`src/rtl/counter_sequencer_if.sv`:
```
// Control/status bundle between a host FSM, the counter_sequencer and its counter.
// Latency: n/a (wires only); the counter's count output rides in count_in.
// Backpressure: none; start is a level request, honoured only while the sequencer is idle.
// Build option: COUNTER_SEQ_CHECK_EN adds the seq_error status bit.
// Ports (master = host/counter side drives, slave = sequencer drives):
//   start, abort, terminal, periods, count_in          -> into the sequencer
//   counter_clear, busy, period_tick, done, periods_done -> out of the sequencer
interface counter_sequencer_if #(
    parameter int WIDTH  = 4,
    parameter int PCNT_W = 8
);
    logic              start;
    logic              abort;
    logic [WIDTH-1:0]  terminal;
    logic [PCNT_W-1:0] periods;
    logic [WIDTH-1:0]  count_in;
    logic              counter_clear;
    logic              busy;
    logic              period_tick;
    logic              done;
    logic [PCNT_W-1:0] periods_done;
`ifdef COUNTER_SEQ_CHECK_EN
    logic              seq_error;
`endif

    modport master (
        output start, abort, terminal, periods, count_in,
        input  counter_clear, busy, period_tick, done, periods_done
`ifdef COUNTER_SEQ_CHECK_EN
        , input seq_error
`endif
    );

    modport slave (
        input  start, abort, terminal, periods, count_in,
        output counter_clear, busy, period_tick, done, periods_done
`ifdef COUNTER_SEQ_CHECK_EN
        , output seq_error
`endif
    );
endinterface

```
`src/rtl/counter_sequencer.sv`:
```
// Run controller for a free-running counter: holds it at 0 when idle, wraps it at terminal for N periods.
// Latency: first period_tick after terminal RUN cycles; done one cycle after the final wrap.
// Backpressure: none; start is ignored outside IDLE, abort ends a run in the same cycle.
// Ports: clock, clear (sync, active-high), ctl (counter_sequencer_if.slave) carrying the
//   start/abort/terminal/periods request, the counter's count_in, and the counter_clear,
//   busy, period_tick, done, periods_done status.
// Build option: COUNTER_SEQ_CHECK_EN adds a shadow counter and a sticky ctl.seq_error.
module counter_sequencer #(
    parameter int WIDTH  = 4,
    parameter int PCNT_W = 8
) (
    input  logic                clock,
    input  logic                clear,
    counter_sequencer_if.slave  ctl
);

    typedef enum logic [1:0] {
        S_IDLE = 2'd0,
        S_RUN  = 2'd1,
        S_DONE = 2'd2
    } state_t;

    state_t            state_q;
    state_t            state_d;
    logic [WIDTH-1:0]  terminal_q;
    logic [WIDTH-1:0]  term_m1;
    logic [PCNT_W-1:0] periods_q;
    logic [PCNT_W-1:0] periods_done_q;
    logic              wrap;
    logic              accept;
    logic              last_period;
    logic              clr;
    logic              busy;
    logic              tick;
    logic              done;

    // terminal 0 wraps at all ones, giving a full 2^WIDTH period.
    assign term_m1 = terminal_q - WIDTH'(1);
    assign wrap    = (state_q == S_RUN) && (ctl.count_in == term_m1);
    assign accept  = (state_q == S_IDLE) && ctl.start && !ctl.abort;

    // Extra bit keeps a saturated periods_done from aliasing onto periods_q.
    assign last_period = (periods_q != '0) &&
                         (({1'b0, periods_done_q} + (PCNT_W+1)'(1)) == {1'b0, periods_q});

    always_comb begin
        state_d = state_q;
        clr     = 1'b0;
        busy    = 1'b0;
        tick    = 1'b0;
        done    = 1'b0;
        case (state_q)
            S_IDLE: begin
                clr = 1'b1;
                if (accept) begin
                    state_d = S_RUN;
                end
            end
            S_RUN: begin
                busy = 1'b1;
                if (ctl.abort) begin
                    // Abort wins over a coincident wrap: no tick, no count.
                    clr     = 1'b1;
                    state_d = S_IDLE;
                end else if (wrap) begin
                    clr  = 1'b1;
                    tick = 1'b1;
                    if (last_period) begin
                        state_d = S_DONE;
                    end
                end
            end
            S_DONE: begin
                clr     = 1'b1;
                done    = 1'b1;
                state_d = S_IDLE;
            end
            default: begin
                clr     = 1'b1;
                state_d = S_IDLE;
            end
        endcase
        // Counter is held at zero for as long as clear is asserted.
        if (clear) begin
            clr = 1'b1;
        end
    end

    always_ff @(posedge clock) begin
        if (clear) begin
            state_q <= S_IDLE;
        end else begin
            state_q <= state_d;
        end
    end

    always_ff @(posedge clock) begin
        if (clear) begin
            terminal_q     <= '0;
            periods_q      <= '0;
            periods_done_q <= '0;
        end else if (accept) begin
            terminal_q     <= ctl.terminal;
            periods_q      <= ctl.periods;
            periods_done_q <= '0;
        end else if (wrap && !ctl.abort && (periods_done_q != '1)) begin
            periods_done_q <= periods_done_q + PCNT_W'(1);
        end
    end

    assign ctl.counter_clear = clr;
    assign ctl.busy          = busy;
    assign ctl.period_tick   = tick;
    assign ctl.done          = done;
    assign ctl.periods_done  = periods_done_q;

`ifdef COUNTER_SEQ_CHECK_EN
    // Shadow copy of what the counter should read, advanced by the same wrap rule.
    logic [WIDTH-1:0] shadow_q;
    logic             seq_error_q;

    always_ff @(posedge clock) begin
        if (clear) begin
            shadow_q    <= '0;
            seq_error_q <= 1'b0;
        end else if (accept) begin
            shadow_q    <= '0;
            seq_error_q <= 1'b0;
        end else if (state_q == S_RUN) begin
            if (ctl.count_in != shadow_q) begin
                seq_error_q <= 1'b1;
            end
            shadow_q <= (shadow_q == term_m1) ? '0 : shadow_q + WIDTH'(1);
        end else begin
            shadow_q <= '0;
        end
    end

    assign ctl.seq_error = seq_error_q;
`endif

endmodule

```
`src/flat_wrapper.sv`:
```
// flat-port wrapper written by rule: the top's interface ports become plain ports
module counter_sequencer_flat 
#(
    parameter int WIDTH  = 4,
    parameter int PCNT_W = 8
)
  (clock, clear, ctl_start, ctl_abort, ctl_terminal, ctl_periods, ctl_count_in, ctl_counter_clear, ctl_busy, ctl_period_tick, ctl_done, ctl_periods_done);
  counter_sequencer_if #(.WIDTH(WIDTH), .PCNT_W(PCNT_W)) ctl_i ();
  input  logic clock;
  input  logic clear;
  input wire logic [$bits(ctl_i.start)-1:0] ctl_start;
  input wire logic [$bits(ctl_i.abort)-1:0] ctl_abort;
  input wire logic [$bits(ctl_i.terminal)-1:0] ctl_terminal;
  input wire logic [$bits(ctl_i.periods)-1:0] ctl_periods;
  input wire logic [$bits(ctl_i.count_in)-1:0] ctl_count_in;
  output wire logic [$bits(ctl_i.counter_clear)-1:0] ctl_counter_clear;
  output wire logic [$bits(ctl_i.busy)-1:0] ctl_busy;
  output wire logic [$bits(ctl_i.period_tick)-1:0] ctl_period_tick;
  output wire logic [$bits(ctl_i.done)-1:0] ctl_done;
  output wire logic [$bits(ctl_i.periods_done)-1:0] ctl_periods_done;
  assign ctl_i.start = ctl_start;
  assign ctl_i.abort = ctl_abort;
  assign ctl_i.terminal = ctl_terminal;
  assign ctl_i.periods = ctl_periods;
  assign ctl_i.count_in = ctl_count_in;
  assign ctl_counter_clear = ctl_i.counter_clear;
  assign ctl_busy = ctl_i.busy;
  assign ctl_period_tick = ctl_i.period_tick;
  assign ctl_done = ctl_i.done;
  assign ctl_periods_done = ctl_i.periods_done;
  counter_sequencer #(.WIDTH(WIDTH), .PCNT_W(PCNT_W)) u_core (.clock(clock), .clear(clear), .ctl(ctl_i));
endmodule
```
`config.mk`:
```
export PLATFORM = sky130hd
export DESIGN_NAME = counter_sequencer_flat
export DESIGN_NICKNAME = d
export VERILOG_FILES = /design/src/rtl/counter_sequencer_if.sv /design/src/rtl/counter_sequencer.sv /design/src/flat_wrapper.sv
export SDC_FILE = /design/constraint.sdc
export NUM_CORES = 1
export LEC_CHECK = 0
export CELL_PAD_IN_SITES_DETAIL_PLACEMENT = 0
export CELL_PAD_IN_SITES_GLOBAL_PLACEMENT = 1
export CORE_MARGIN = 4
export CORE_UTILIZATION = 39
export CTS_BUF_LIST = sky130_fd_sc_hd__clkbuf_8
export DETAILED_ROUTE_END_ITERATION = 12
export PLACE_DENSITY = 0.84
export REMOVE_ABC_BUFFERS = 1
export SKIP_CTS_REPAIR_TIMING = 1
export SYNTH_ARGS = -nofsm -noshare
export SYNTH_HDL_FRONTEND = slang
export SYNTH_SLANG_ARGS = --single-unit
```
`constraint.sdc`:
```
create_clock -name clock -period 5.91 [get_ports clock]
set_clock_uncertainty 0.15 [all_clocks]
set_input_delay 1.773 -clock clock [delete_from_list [all_inputs] [get_ports clock]]
set_output_delay 1.773 -clock clock [all_outputs]
set_load 0.1 [all_outputs]
```
==> results of run 1 <==
state kept, by name, indices dropped and copies added (netlist names):
register                 count
u_core.periods_q             8
u_core.ctl.periods_done      8
u_core.state_q               2
u_core.terminal_q            4
cell type report:
| type | count | area share [%] |
|---|---|---|
| multi-input combinational | 128 | 45.6 |
| sequential | 22 | 26.0 |
| timing repair buffer | 33 | 20.4 |
| tap | 44 | 3.25 |
| inverter | 7 | 1.55 |
| clock buffer | 4 | 3.25 |
worst max path at each step:
| stage | from | to | cells after the start |
|---|---|---|---|
| 2_1_floorplan | ctl_count_in[3] | ctl_counter_clear | 4 |
| 3_3_place_gp | ctl_count_in[3] | ctl_counter_clear | 6 |
| 3_5_place_dp | ctl_count_in[3] | ctl_counter_clear | 6 |
| 4_1_cts | ctl_count_in[3] | ctl_counter_clear | 6 |
| 5_1_grt | ctl_count_in[3] | ctl_counter_clear | 6 |
| 6_report | ctl_count_in[3] | ctl_counter_clear | 6 |
cell families (layout without fill, tap and decap cells):
kind of cell / Yosys count / count (layout) / synth area share (%)
AND/OR/NAND/NOR: 72 / 72 / 31.1
AO/OA/AOI/OAI: 40 / 40 / 17.8
flip-flops: 22 / 22 / 34.5
buffers and inverters: 15 / 44 / 5.00
XOR/XNOR: 14 / 14 / 9.61
adder cells (fa/ha/maj): 2 / 2 / 1.96
layer usage:
metal / up-vias / GRT usage (%)
met2: 36 / 25.3
met5: - / 0
met3: 2 / 4.10
met4: 0 / 4.40
met1: 567 / 19.9
li1: 639 / -
critical path, cell delays in order:
cell and delay [ns]:
sky130_fd_sc_hd__clkdlybuf4s50_1 0.47, sky130_fd_sc_hd__xor2_1 0.18, sky130_fd_sc_hd__xnor2_1 0.15, sky130_fd_sc_hd__a311oi_1 0.46, sky130_fd_sc_hd__nand2b_1 0.16, sky130_fd_sc_hd__buf_12 0.20
cell usage in the layout, fill, tap and decap left out, types with 2 or more instances in the layout:
master / Yosys / final
sky130_fd_sc_hd__clkdlybuf4s50_1: 0 / 29
sky130_fd_sc_hd__nand2_1: 26 / 26
sky130_fd_sc_hd__a21oi_1: 24 / 24
sky130_fd_sc_hd__dfxtp_1: 22 / 22
sky130_fd_sc_hd__nor3_1: 10 / 10
sky130_fd_sc_hd__xnor2_1: 8 / 8
sky130_fd_sc_hd__inv_1: 7 / 7
sky130_fd_sc_hd__xor2_1: 6 / 6
sky130_fd_sc_hd__nand3_1: 6 / 6
sky130_fd_sc_hd__nand2b_1: 5 / 5
sky130_fd_sc_hd__o21ai_0: 5 / 5
sky130_fd_sc_hd__and3_1: 4 / 4
sky130_fd_sc_hd__nor2_1: 4 / 4
sky130_fd_sc_hd__clkbuf_8: 0 / 4
sky130_fd_sc_hd__nor4_1: 3 / 3
sky130_fd_sc_hd__a211oi_1: 3 / 3
sky130_fd_sc_hd__o31ai_1: 3 / 3
sky130_fd_sc_hd__or3_1: 2 / 2
sky130_fd_sc_hd__o22ai_1: 2 / 2
sky130_fd_sc_hd__and4b_1: 2 / 2
sky130_fd_sc_hd__or4_1: 2 / 2
sky130_fd_sc_hd__ha_1: 2 / 2
sky130_fd_sc_hd__buf_12: 0 / 2
sky130_fd_sc_hd__buf_4: 0 / 2
per-stage QoR:
stage	cell area [um^2]	util [%]	instances	power, mW	hold slack (ns)
2_1_floorplan	1240	-	157	0.189	0.292
3_3_place_gp	1640	52.8	234	0.211	0.315
3_5_place_dp	1640	52.8	234	0.212	0.325
4_1_cts	1690	54.6	238	0.317	0.336
5_1_grt	1690	54.6	238	0.330	0.362
6_report	1690	54.6	238	0.314	0.333
power groups by stage:
stage / combinational (mW) / clock, mW / sequential [mW]
6_report: 0.0518 / 0.106 / 0.157
5_1_grt: 0.0568 / 0.116 / 0.157
4_1_cts: 0.0521 / 0.108 / 0.157
3_5_place_dp: 0.0519 / 0 / 0.160
3_3_place_gp: 0.0507 / 0 / 0.160
2_1_floorplan: 0.0297 / 0 / 0.159
==> reports/results.env, run 1 <==
SEQUENTIALPOWERSHARE_PCT=49.8
CLOCK_PATH_BUFFERS=2
SYNTH_MOST_COMMON_CELL='sky130_fd_sc_hd__nand2_1'
DETAILEDROUTE.FIRSTITERATIONVIOLATIONS=61
AREA_ENCLOSED_BY_THE_DIE_BOUNDARY_UM2=4250
SYNTH_SEQ_AREA_SHARE_PCT=34.5
RR_WORST_DEPTH=7
TIMING.RR.START='u_core.terminal_q[0]$_SDFFE_PP0P_'
WORSTHOLDPATHTYPE='register to register'
POWER_FRAC_COMB_PCT=16.5
FMAX_MHz=188
DETAILEDROUTE.FIRSTPASSITERATIONCOUNT=4
NUMBER_OF_GLOBAL_ROUTE_VIAS_BEFORE_REPAIR=1187
SYNTH_FF_TYPE='sky130_fd_sc_hd__dfxtp_1'
GRT_FIRST_PASS_WIRELENGTH_UM=5300
FINALCRITPERIODSHARE_PCT=89.9
TRITONCTS='yes'
REQUIRED_TIME_OF_THE_WORST_SETUP_PATH_NS=3.99
ROUTED_WIRELENGTH_UM=2990
SYNTH-EDFF-COUNT=0
GLOBALPLACE.CONGESTION=0.838
WORST_R2R_ENDPOINT='u_core.ctl.periods_done[5]$_SDFFE_PP0P_'
FINAL-HOLD-VIOLATION-COUNT=0
LAYOUT.FILLER_CELLS=304
INITIAL_ANTENNA_VIOLATION_COUNT=0
MAX_LAYER_USED='met4'
SETUP_VIOL=0
IR_WORST_VDD_mV=0.145
FINALWORSTSETUPSLACK_NS=0.598
HOLD_PATH_DEPTH=2
ROUTE.DETAILED.VIAS_PER_INST=5.23
SETUP_TOTAL_NEGATIVE_SLACK_NS=0
YS_FF_LATCH=22
FLOORPLAN.INITIALDENSITY_PCT=41.1
NET-SWITCHING-POWER_mW=0.0763
DETAILEDPLACEMENTHPWL_UM=2370
ALL_LAYER_GR_USAGE_PCT=15.4
CHIPWIDTH_UM=65.2
SWITCHING_SHARE_PCT=24.3
DRT.ANTENNA.VIOLATING_NETS=0
PATH_CLASS='primary input to primary output'
MULTI_INPUT_COMB_AREA_UM2=772
CP.ARRIVAL_NS=3.39
POST_SYNTH_ARST_SHARE_PCT=0
NUM_ROWS=20
POWERDENSITY_nW_PER_UM2=186
DETAIL_ROUTE.WIRELENGTH.MET1_UM=1380
NUMPORTBUFFERS=31
MET2WIRELENGTH_UM=1420
CELL_AT_THE_ROOT_OF_THE_CLOCK_TREE='sky130_fd_sc_hd__clkbuf_8'
DESIGN.FINAL.NETS=217
ANTENNA-DIODE-COUNT=0
POSTSYNTHAREAPERCELL_UM2=7.73
SYNTH_AREA_LEADERS='sky130_fd_sc_hd__dfxtp_1, sky130_fd_sc_hd__a21oi_1, sky130_fd_sc_hd__nand2_1, sky130_fd_sc_hd__xnor2_1, sky130_fd_sc_hd__xor2_1'
POWER_FRAC_CLOCK_PCT=33.7
FINAL_MAX_SLEW_VIOLS=0
NETLIST_INSTANCES=165
HP-START='u_core.terminal_q[1]$_SDFFE_PP0P_'
ROUTED-WL-MET3_UM=175
DP_WORST_SETUP_SLACK_NS=0.599
CRITICAL_PATH.MAX_FANOUT=3
AVERAGE_DETAILED_ROUTED_WIRE_LENGTH_PER_INSTANCE_UM=12.6
CTS_MADE_BUFFERS=3
POST-ROUTE-MIN-PERIOD_NS=5.31
WORST_SETUP_HOLD_PATH_CLK_SLEW_NS=0.07
MAX_CAP_VIOLATIONS=0
YOSYSTOPAREACELL='sky130_fd_sc_hd__dfxtp_1'
IO_PINS=32
HTREE_LEVELS=1
VIA_COUNT=1244
LAYOUT-AREA-OVERHEAD-VS-SYNTH_PCT=32.7
RUN_STATUS='finished clean'
DRIVE_GT1_SHARE_PCT=6.70
HOLD_PATH_END='u_core.terminal_q[1]$_SDFFE_PP0P_'
CRITPATHLAUNCHTYPE='primary input'
CTS.SINKS=22
DRC=0
DIEHEIGHT_UM=65.2
REG2REG_SETUP_SLACK_NS=3.67
P_LEAK_nW=0.611
GRT_MAX_DEGREE=17
GLOBAL_ROUTE.OVERFLOW_TOTAL=0
REGISTER_AREA_UM2=440
SLEW_HEADROOM_PCT=34.8
SYNTH.TOP_CELLS.BY_COUNT='sky130_fd_sc_hd__nand2_1, sky130_fd_sc_hd__a21oi_1, sky130_fd_sc_hd__dfxtp_1'
MAPPEDNETLISTAREA_UM2=1280
CLOCK_INSERTION_DELAY_WORST_SKEW_NS=0.26
DESIGN.CORE.AREA_UM2=3100
WORST_PIN_SLEW_NS=0.976
CRIT_PATH_END_KIND='primary output'
SYNTH_LARGEST_TYPE_AREA_FRACTION_PCT=34.5
YS.WARNINGS.COUNT=0
SYNTH_CELL_TYPE_COUNT=34
P_INT_mW=0.238
GRT_SETUP_UNREPAIRED='no'
Power figures use the tool's default switching activity.
==> run 2: changes to the inputs <==
--- a/config.mk
+++ b/config.mk
@@ -8,10 +8,10 @@
 export CELL_PAD_IN_SITES_DETAIL_PLACEMENT = 0
 export CELL_PAD_IN_SITES_GLOBAL_PLACEMENT = 1
 export CORE_MARGIN = 4
-export CORE_UTILIZATION = 39
+export CORE_UTILIZATION = 36
 export CTS_BUF_LIST = sky130_fd_sc_hd__clkbuf_8
 export DETAILED_ROUTE_END_ITERATION = 12
-export PLACE_DENSITY = 0.84
+export PLACE_DENSITY = 0.78
 export REMOVE_ABC_BUFFERS = 1
 export SKIP_CTS_REPAIR_TIMING = 1
 export SYNTH_ARGS = -nofsm -noshare
==> constraint.sdc (replaced) <==
create_clock -name clock -period 5.9 [get_ports clock]
set_clock_uncertainty 0.15 [all_clocks]
set_input_delay 1.77 -clock clock [delete_from_list [all_inputs] [get_ports clock]]
set_output_delay 1.77 -clock clock [all_outputs]
set_load 0.1 [all_outputs]
==> reports/results.env, run 2 (synthesis gave the netlist of run 1 again) <==
SWITCHING_SHARE_PCT=24.7  # was 24.3%
CLOCK_INSERTION_DELAY_WORST_SKEW_NS=0.26  # about the same
MAX_STAGE_DELAY_NS=0.47  # about the same
SLEW_HEADROOM_PCT=34.8  # about the same
GLOBAL_ROUTE.OVERFLOW_TOTAL=0  # unchanged
P_LEAK_nW=0.611  # unchanged
LAYOUT.FILLER_CELLS=335  # was 304
HTREE_LEVELS=1  # unchanged
DRIVE_GT1_SHARE_PCT=6.70  # unchanged
WORSTHOLDPATHTYPE='register to register'  # unchanged
INITIAL_ANTENNA_VIOLATION_COUNT=0  # unchanged
VIA_COUNT=1249  # was 1244
HOLD_PATH_END='u_core.periods_q[2]$_SDFFE_PP0P_'  # was u_core.terminal_q[1]$_SDFFE_PP0P_
POWERDENSITY_nW_PER_UM2=187  # was 186 nW/um^2
LAYOUT-AREA-OVERHEAD-VS-SYNTH_PCT=32.9  # was 32.7%
FLOORPLAN.INITIALDENSITY_PCT=37.7  # was 41.1%
DRC=0  # unchanged
HOLD_PATH_DEPTH=2  # unchanged
CRITICAL_PATH.MAX_FANOUT=3  # unchanged
NUMPLACEDINSTANCES=236  # was 234
DETAILEDPLACEMENTHPWL_UM=2450  # was 2370 um
CP_NUM_BUF_INV=2  # unchanged
WORST_R2R_ENDPOINT='u_core.state_q[0]$_SDFFE_PP0P_'  # was u_core.ctl.periods_done[5]$_SDFFE_PP0P_
SLOWEST_STAGE='sky130_fd_sc_hd__clkdlybuf4s50_1'  # unchanged
FINAL_MAX_SLEW_VIOLS=0  # unchanged
DRT.ANTENNA.VIOLATING_NETS=0  # unchanged
CRIT_PATH_END_KIND='primary output'  # unchanged
LAYOUT_COMMONEST_CELL='sky130_fd_sc_hd__clkdlybuf4s50_1'  # unchanged
MAX_CAP_VIOLATIONS=0  # unchanged
LAYOUT.CELLS.MOST_COMMON_LIST='sky130_fd_sc_hd__clkdlybuf4s50_1, sky130_fd_sc_hd__nand2_1, sky130_fd_sc_hd__a21oi_1, sky130_fd_sc_hd__dfxtp_1, sky130_fd_sc_hd__nor3_1'  # unchanged
NET-SWITCHING-POWER_mW=0.0781  # was 0.0763 mW
P_INT_mW=0.238  # about the same
DESIGN.FINAL.NETS=217  # unchanged
FINISH.CELL_COUNT_WITHOUT_FILLERS=240  # was 238
SEQUENTIALPOWERSHARE_PCT=49.6  # was 49.8%
NUMBER_OF_GLOBAL_ROUTE_VIAS_BEFORE_REPAIR=1168  # was 1187
AREA_ENCLOSED_BY_THE_DIE_BOUNDARY_UM2=4560  # was 4250 um^2
DESIGN.CORE.AREA_UM2=3390  # was 3100 um^2
PATH_CLASS='primary input to primary output'  # unchanged
ALL_LAYER_GR_USAGE_PCT=14.9  # was 15.4%
CTS_MADE_BUFFERS=3  # unchanged
CHIPWIDTH_UM=67.5  # was 65.2 um
CTS.SINKS=22  # unchanged
CP.ARRIVAL_NS=3.36  # was 3.39 ns
FMAX_MHz=189
DIEHEIGHT_UM=67.5  # was 65.2 um
TIMING.RR.START='u_core.ctl.periods_done[0]$_SDFFE_PP0P_'  # was u_core.terminal_q[0]$_SDFFE_PP0P_
NUMPORTBUFFERS=31  # unchanged
ROUTED_WIRELENGTH_UM=3100  # was 2990 um
POST-ROUTE-MIN-PERIOD_NS=5.28
POST-LAYOUT-TOTAL-POWER_mW=0.317  # was 0.314 mW
POWER_FRAC_COMB_PCT=16.4  # was 16.5%
DETAILEDROUTE.FIRSTPASSITERATIONCOUNT=4  # unchanged
GRT_FIRST_PASS_WIRELENGTH_UM=5200  # was 5300 um
ROUTE.DETAILED.VIAS_PER_INST=5.20  # was 5.23
NUM_ROWS=21  # was 20
REG2REG_SETUP_SLACK_NS=3.62  # was 3.67 ns
CELL_AT_THE_ROOT_OF_THE_CLOCK_TREE='sky130_fd_sc_hd__clkbuf_8'  # unchanged
RUN_STATUS='finished clean'  # unchanged
WORST_SETUP_HOLD_PATH_CLK_SLEW_NS=0.07  # about the same
GLOBALPLACE.CONGESTION=0.787  # was 0.838
SETUP_TOTAL_NEGATIVE_SLACK_NS=0  # unchanged
HP-START='u_core.periods_q[2]$_SDFFE_PP0P_'  # was u_core.terminal_q[1]$_SDFFE_PP0P_
AVERAGE_DETAILED_ROUTED_WIRE_LENGTH_PER_INSTANCE_UM=12.9  # was 12.6 um
IO_PINS=32  # unchanged
DETAILEDROUTE.FIRSTITERATIONVIOLATIONS=78  # was 61
TRITONCTS='yes'  # unchanged
PATH_DELAY_FAMILY='buffers and inverters'  # unchanged
REQUIRED_TIME_OF_THE_WORST_SETUP_PATH_NS=3.98  # was 3.99 ns
POWER_FRAC_CLOCK_PCT=34.0  # was 33.7%
CLOCK_PATH_BUFFERS=2  # unchanged
FINALCRITPERIODSHARE_PCT=89.5
SETUP_VIOL=0  # unchanged
GRT_MAX_DEGREE=17  # unchanged
CRITPATHLAUNCHTYPE='primary input'  # unchanged
GRT_SETUP_UNREPAIRED='no'  # unchanged
WORST_PIN_SLEW_NS=0.976  # about the same
IR_WORST_VDD_mV=0.146  # was 0.145 mV
RR_WORST_DEPTH=6  # was 7
ANTENNA-DIODE-COUNT=0  # unchanged
TIMING.CRITICAL_PATH.CELLS='clkdlybuf4s50_1, xor2_1, xnor2_1, a311oi_1, nand2b_1, buf_12'  # unchanged
FINAL-HOLD-VIOLATION-COUNT=0  # unchanged
## run 2: final cells by class
cell class                 instances  area, um^2  share of cell area, %
sequential                        22         440                   26.0
inverter                           7        26.3                   1.55
timing repair buffer              33         345                   20.4
tap                               46        57.6                   3.39
multi-input combinational        128         772                   45.5
clock buffer                       4        55.1                   3.24
## run 2: tightest hold or removal path, cell delays in order (launching register included)
cell                      delay (ns)
sky130_fd_sc_hd__dfxtp_1        0.33
sky130_fd_sc_hd__nand2_1        0.06
sky130_fd_sc_hd__a21oi_1        0.05
## run 2: worst max-delay path by stage
| stage | from | to | cells after the start |
|---|---|---|---|
| finish | ctl_count_in[3] | ctl_counter_clear | 6 |
| global route | ctl_count_in[3] | ctl_counter_clear | 6 |
| detailed placement | ctl_count_in[3] | ctl_counter_clear | 6 |
| floorplan | ctl_count_in[3] | ctl_counter_clear | 4 |
| CTS | ctl_count_in[3] | ctl_counter_clear | 6 |
| global placement | ctl_count_in[3] | ctl_counter_clear | 6 |
## run 2: power by group through the flow
| stage | logic (mW) | registers, mW | clock network [mW] |
|---|---|---|---|
| 2_1_floorplan | 0.0297 | 0.160 | 0 |
| 3_5_place_dp | 0.0522 | 0.161 | 0 |
| 6_report | 0.0519 | 0.157 | 0.108 |
| 5_1_grt | 0.0563 | 0.158 | 0.118 |
| 4_1_cts | 0.0523 | 0.157 | 0.112 |
| 3_3_place_gp | 0.0512 | 0.160 | 0 |
## run 2: per-stage QoR
step | cell area, um^2 | util, % | setup WS [ns] | hold slack [ns]
detailed placement | 1640 | 48.4 | 0.604 | 0.317
global placement | 1640 | 48.4 | 0.648 | 0.310
finish | 1700 | 50.1 | 0.617 | 0.329
global route | 1700 | 50.1 | 0.475 | 0.356
CTS | 1700 | 50.1 | 0.600 | 0.328
floorplan | 1240 | - | 0.887 | 0.292
## run 2: layer usage
layer	share of wire [%]	track usage [%]	wire [um]	up-vias
met5	0	0	0	-
met4	1.1	5.06	34	0
met3	4.0	3.99	125	4
met2	49	25.6	1520	24
met1	46	17.8	1420	574
li1	-	-	-	647
==> run 3: changes to the inputs <==
--- a/config.mk
+++ b/config.mk
@@ -5,6 +5,7 @@
 export SDC_FILE = /design/constraint.sdc
 export NUM_CORES = 1
 export LEC_CHECK = 0
+export ABC_CLOCK_PERIOD_IN_PS = 5900
 export CELL_PAD_IN_SITES_DETAIL_PLACEMENT = 0
 export CELL_PAD_IN_SITES_GLOBAL_PLACEMENT = 1
 export CORE_MARGIN = 4
==> results of run 3 <==
Same layout as run 2: the final DEF is identical, and so are final timing and power.
==> RTL change (flow settings as in run 2) <==
`PCNT_W` is set to 8 in 3 places; all go to 9.
--- a/src/rtl/counter_sequencer_if.sv
+++ b/src/rtl/counter_sequencer_if.sv
@@ -7,7 +7,7 @@
 //   counter_clear, busy, period_tick, done, periods_done -> out of the sequencer
 interface counter_sequencer_if #(
     parameter int WIDTH  = 4,
-    parameter int PCNT_W = 8
+    parameter int PCNT_W = 9
 );
     logic              start;
     logic              abort;
--- a/src/rtl/counter_sequencer.sv
+++ b/src/rtl/counter_sequencer.sv
@@ -7,7 +7,7 @@
 // Build option: COUNTER_SEQ_CHECK_EN adds a shadow counter and a sticky ctl.seq_error.
 module counter_sequencer #(
     parameter int WIDTH  = 4,
-    parameter int PCNT_W = 8
+    parameter int PCNT_W = 9
 ) (
     input  logic                clock,
     input  logic                clear,
--- a/src/flat_wrapper.sv
+++ b/src/flat_wrapper.sv
@@ -2,7 +2,7 @@
 module counter_sequencer_flat 
 #(
     parameter int WIDTH  = 4,
-    parameter int PCNT_W = 8
+    parameter int PCNT_W = 9
 )
   (clock, clear, ctl_start, ctl_abort, ctl_terminal, ctl_periods, ctl_count_in, ctl_counter_clear, ctl_busy, ctl_period_tick, ctl_done, ctl_periods_done);
   counter_sequencer_if #(.WIDTH(WIDTH), .PCNT_W(PCNT_W)) ctl_i ();
Interface: changed (resized ctl_periods and ctl_periods_done); port bits go from 32 to 34. The function was not compared with the original's and may differ.
==> RTL change against run 2 <==
  * Synthesized area up 8.0%
  * Wire length is 0.87% lower
  * Final area up 6.3%
  * Non-clock buffer count rose by 2
  * Sequential cell count grew 2
  * Power grew 1.7%
  * Worst setup slack gained 0.071 ns
  * Global-route usage fell by 1.7 points
  * Sequential power rose by 9%
  * Critical path type unchanged
  * Largest cell class unchanged
  * Largest power group unchanged
==> RTL change: results <==
[logic_synthesis]
synthArstFlopShare = 0
synth_common_cells = nand2_1 (32), dfxtp_1 (24), a21oi_1 (21), o21ai_0 (10)
yosysSeqAreaShare = 0.348
netlist_instances = 169
synth_area_leaders = dfxtp_1 (35%), nand2_1 (8.7%), a21oi_1 (7.6%)
yosys_warnings = 0
ys_types = 34
ys.flop_type = dfxtp_1

[grt]
grt_max_degree = 18
grt_usage = 0.132
grt_pass1_vias = 1246
grt_pass1_wl_microns = 5420
antenna_found_initial = 0

[cts]
clk_pin_slew_ns = 0.08
root_buffer = clkbuf_8
htree_levels = 1
clkLatencyLatePin_ns = 0.27
cts_made_buffers = 3
clockBufferDepth = 2

[placed_design]
place_congestion = 0.776
dp_hpwl_microns = 2420
preCtsSetupSlack_ns = 0.678
placed_cell_area_sq_um = 1760
dp.cells = 245
portBuffers = 33

[power_and_ir_drop]
switchingPower_w = 0.0000818
ir_drop_mv = 0.0648
total_leakage_power_nw = 0.655
pwr-share-clk = 0.300
seq_power_w = 0.000171
seq_power_share = 0.532

[routing]
via_per_inst = 4.97
dr.pass1.iters = 4
wirelength_microns = 3080
drt_iter0_markers = 78
avgRoutedWirePerCell_microns = 12.4

[worst_hold_path]
hold_class = reg2reg

[layout]
final_layout_size_suffix_gt1_frac = 0.0600
antenna_cells = 0
nets = 226

[worst_setup_path]
crit_fanout = 3
crit_arrival_ns = 3.29

[status]
outcome = finished, final reports clean

[timing]
relSlewSlack = 0.352
==> RTL change: routing by layer <==
| metal | global-route usage | part of all wire | wire [microns] | vias to the layer above |
|---|---|---|---|---|
| li1 | - | - | - | 649 |
| met1 | 0.177 | 0.49 | 1500 | 554 |
| met2 | 0.211 | 0.46 | 1420 | 25 |
| met3 | 0.0302 | 0.040 | 122 | 5 |
| met4 | 0.0404 | 0.012 | 36 | 0 |
| met5 | 0 | 0 | 0 | - |
==> RTL change: cell families (layout without fill, tap and decap cells) <==
group                    count (synthesis)  count (layout)  synth area share
adder cells (fa/ha/maj)                  3               3            0.0272
buffers and inverters                   12              43            0.0436
AND/OR/NAND/NOR                         73              73             0.287
multiplexers                             3               3            0.0227
flip-flops                              24              24             0.348
XOR/XNOR                                17              17             0.124
AO/OA/AOI/OAI                           37              37             0.147
==> RTL change: path summary, 6_finish.rpt <==
kind	slack (ns)	depth (start not counted)	from	to
worst max-delay path	0.69	6	ctl_count_in[3]	ctl_counter_clear
worst max register to register	3.32	9	u_core.ctl.periods_done[0]$_SDFFE_PP0P_	u_core.state_q[0]$_SDFFE_PP0P_
worst min-delay path	0.33	2	u_core.terminal_q[1]$_SDFFE_PP0P_	u_core.terminal_q[1]$_SDFFE_PP0P_
worst min register to register	0.33	2	u_core.terminal_q[1]$_SDFFE_PP0P_	u_core.terminal_q[1]$_SDFFE_PP0P_
==> RTL change: layout make-up <==
cell class                 count  area (sq um)
sequential                    24           480
multi-input combinational    133           838
tap                           48          60.1
inverter                       5          18.8
clock buffer                   3          41.3
timing repair buffer          35           365
fill                         381          1880
==> RTL change: critical path, cell delays in order <==
cell and delay [ns]:
clkdlybuf4s50_1 0.47, xor2_1 0.17, xnor2_1 0.16, a211oi_1 0.36, nand2b_1 0.16, buf_12 0.19
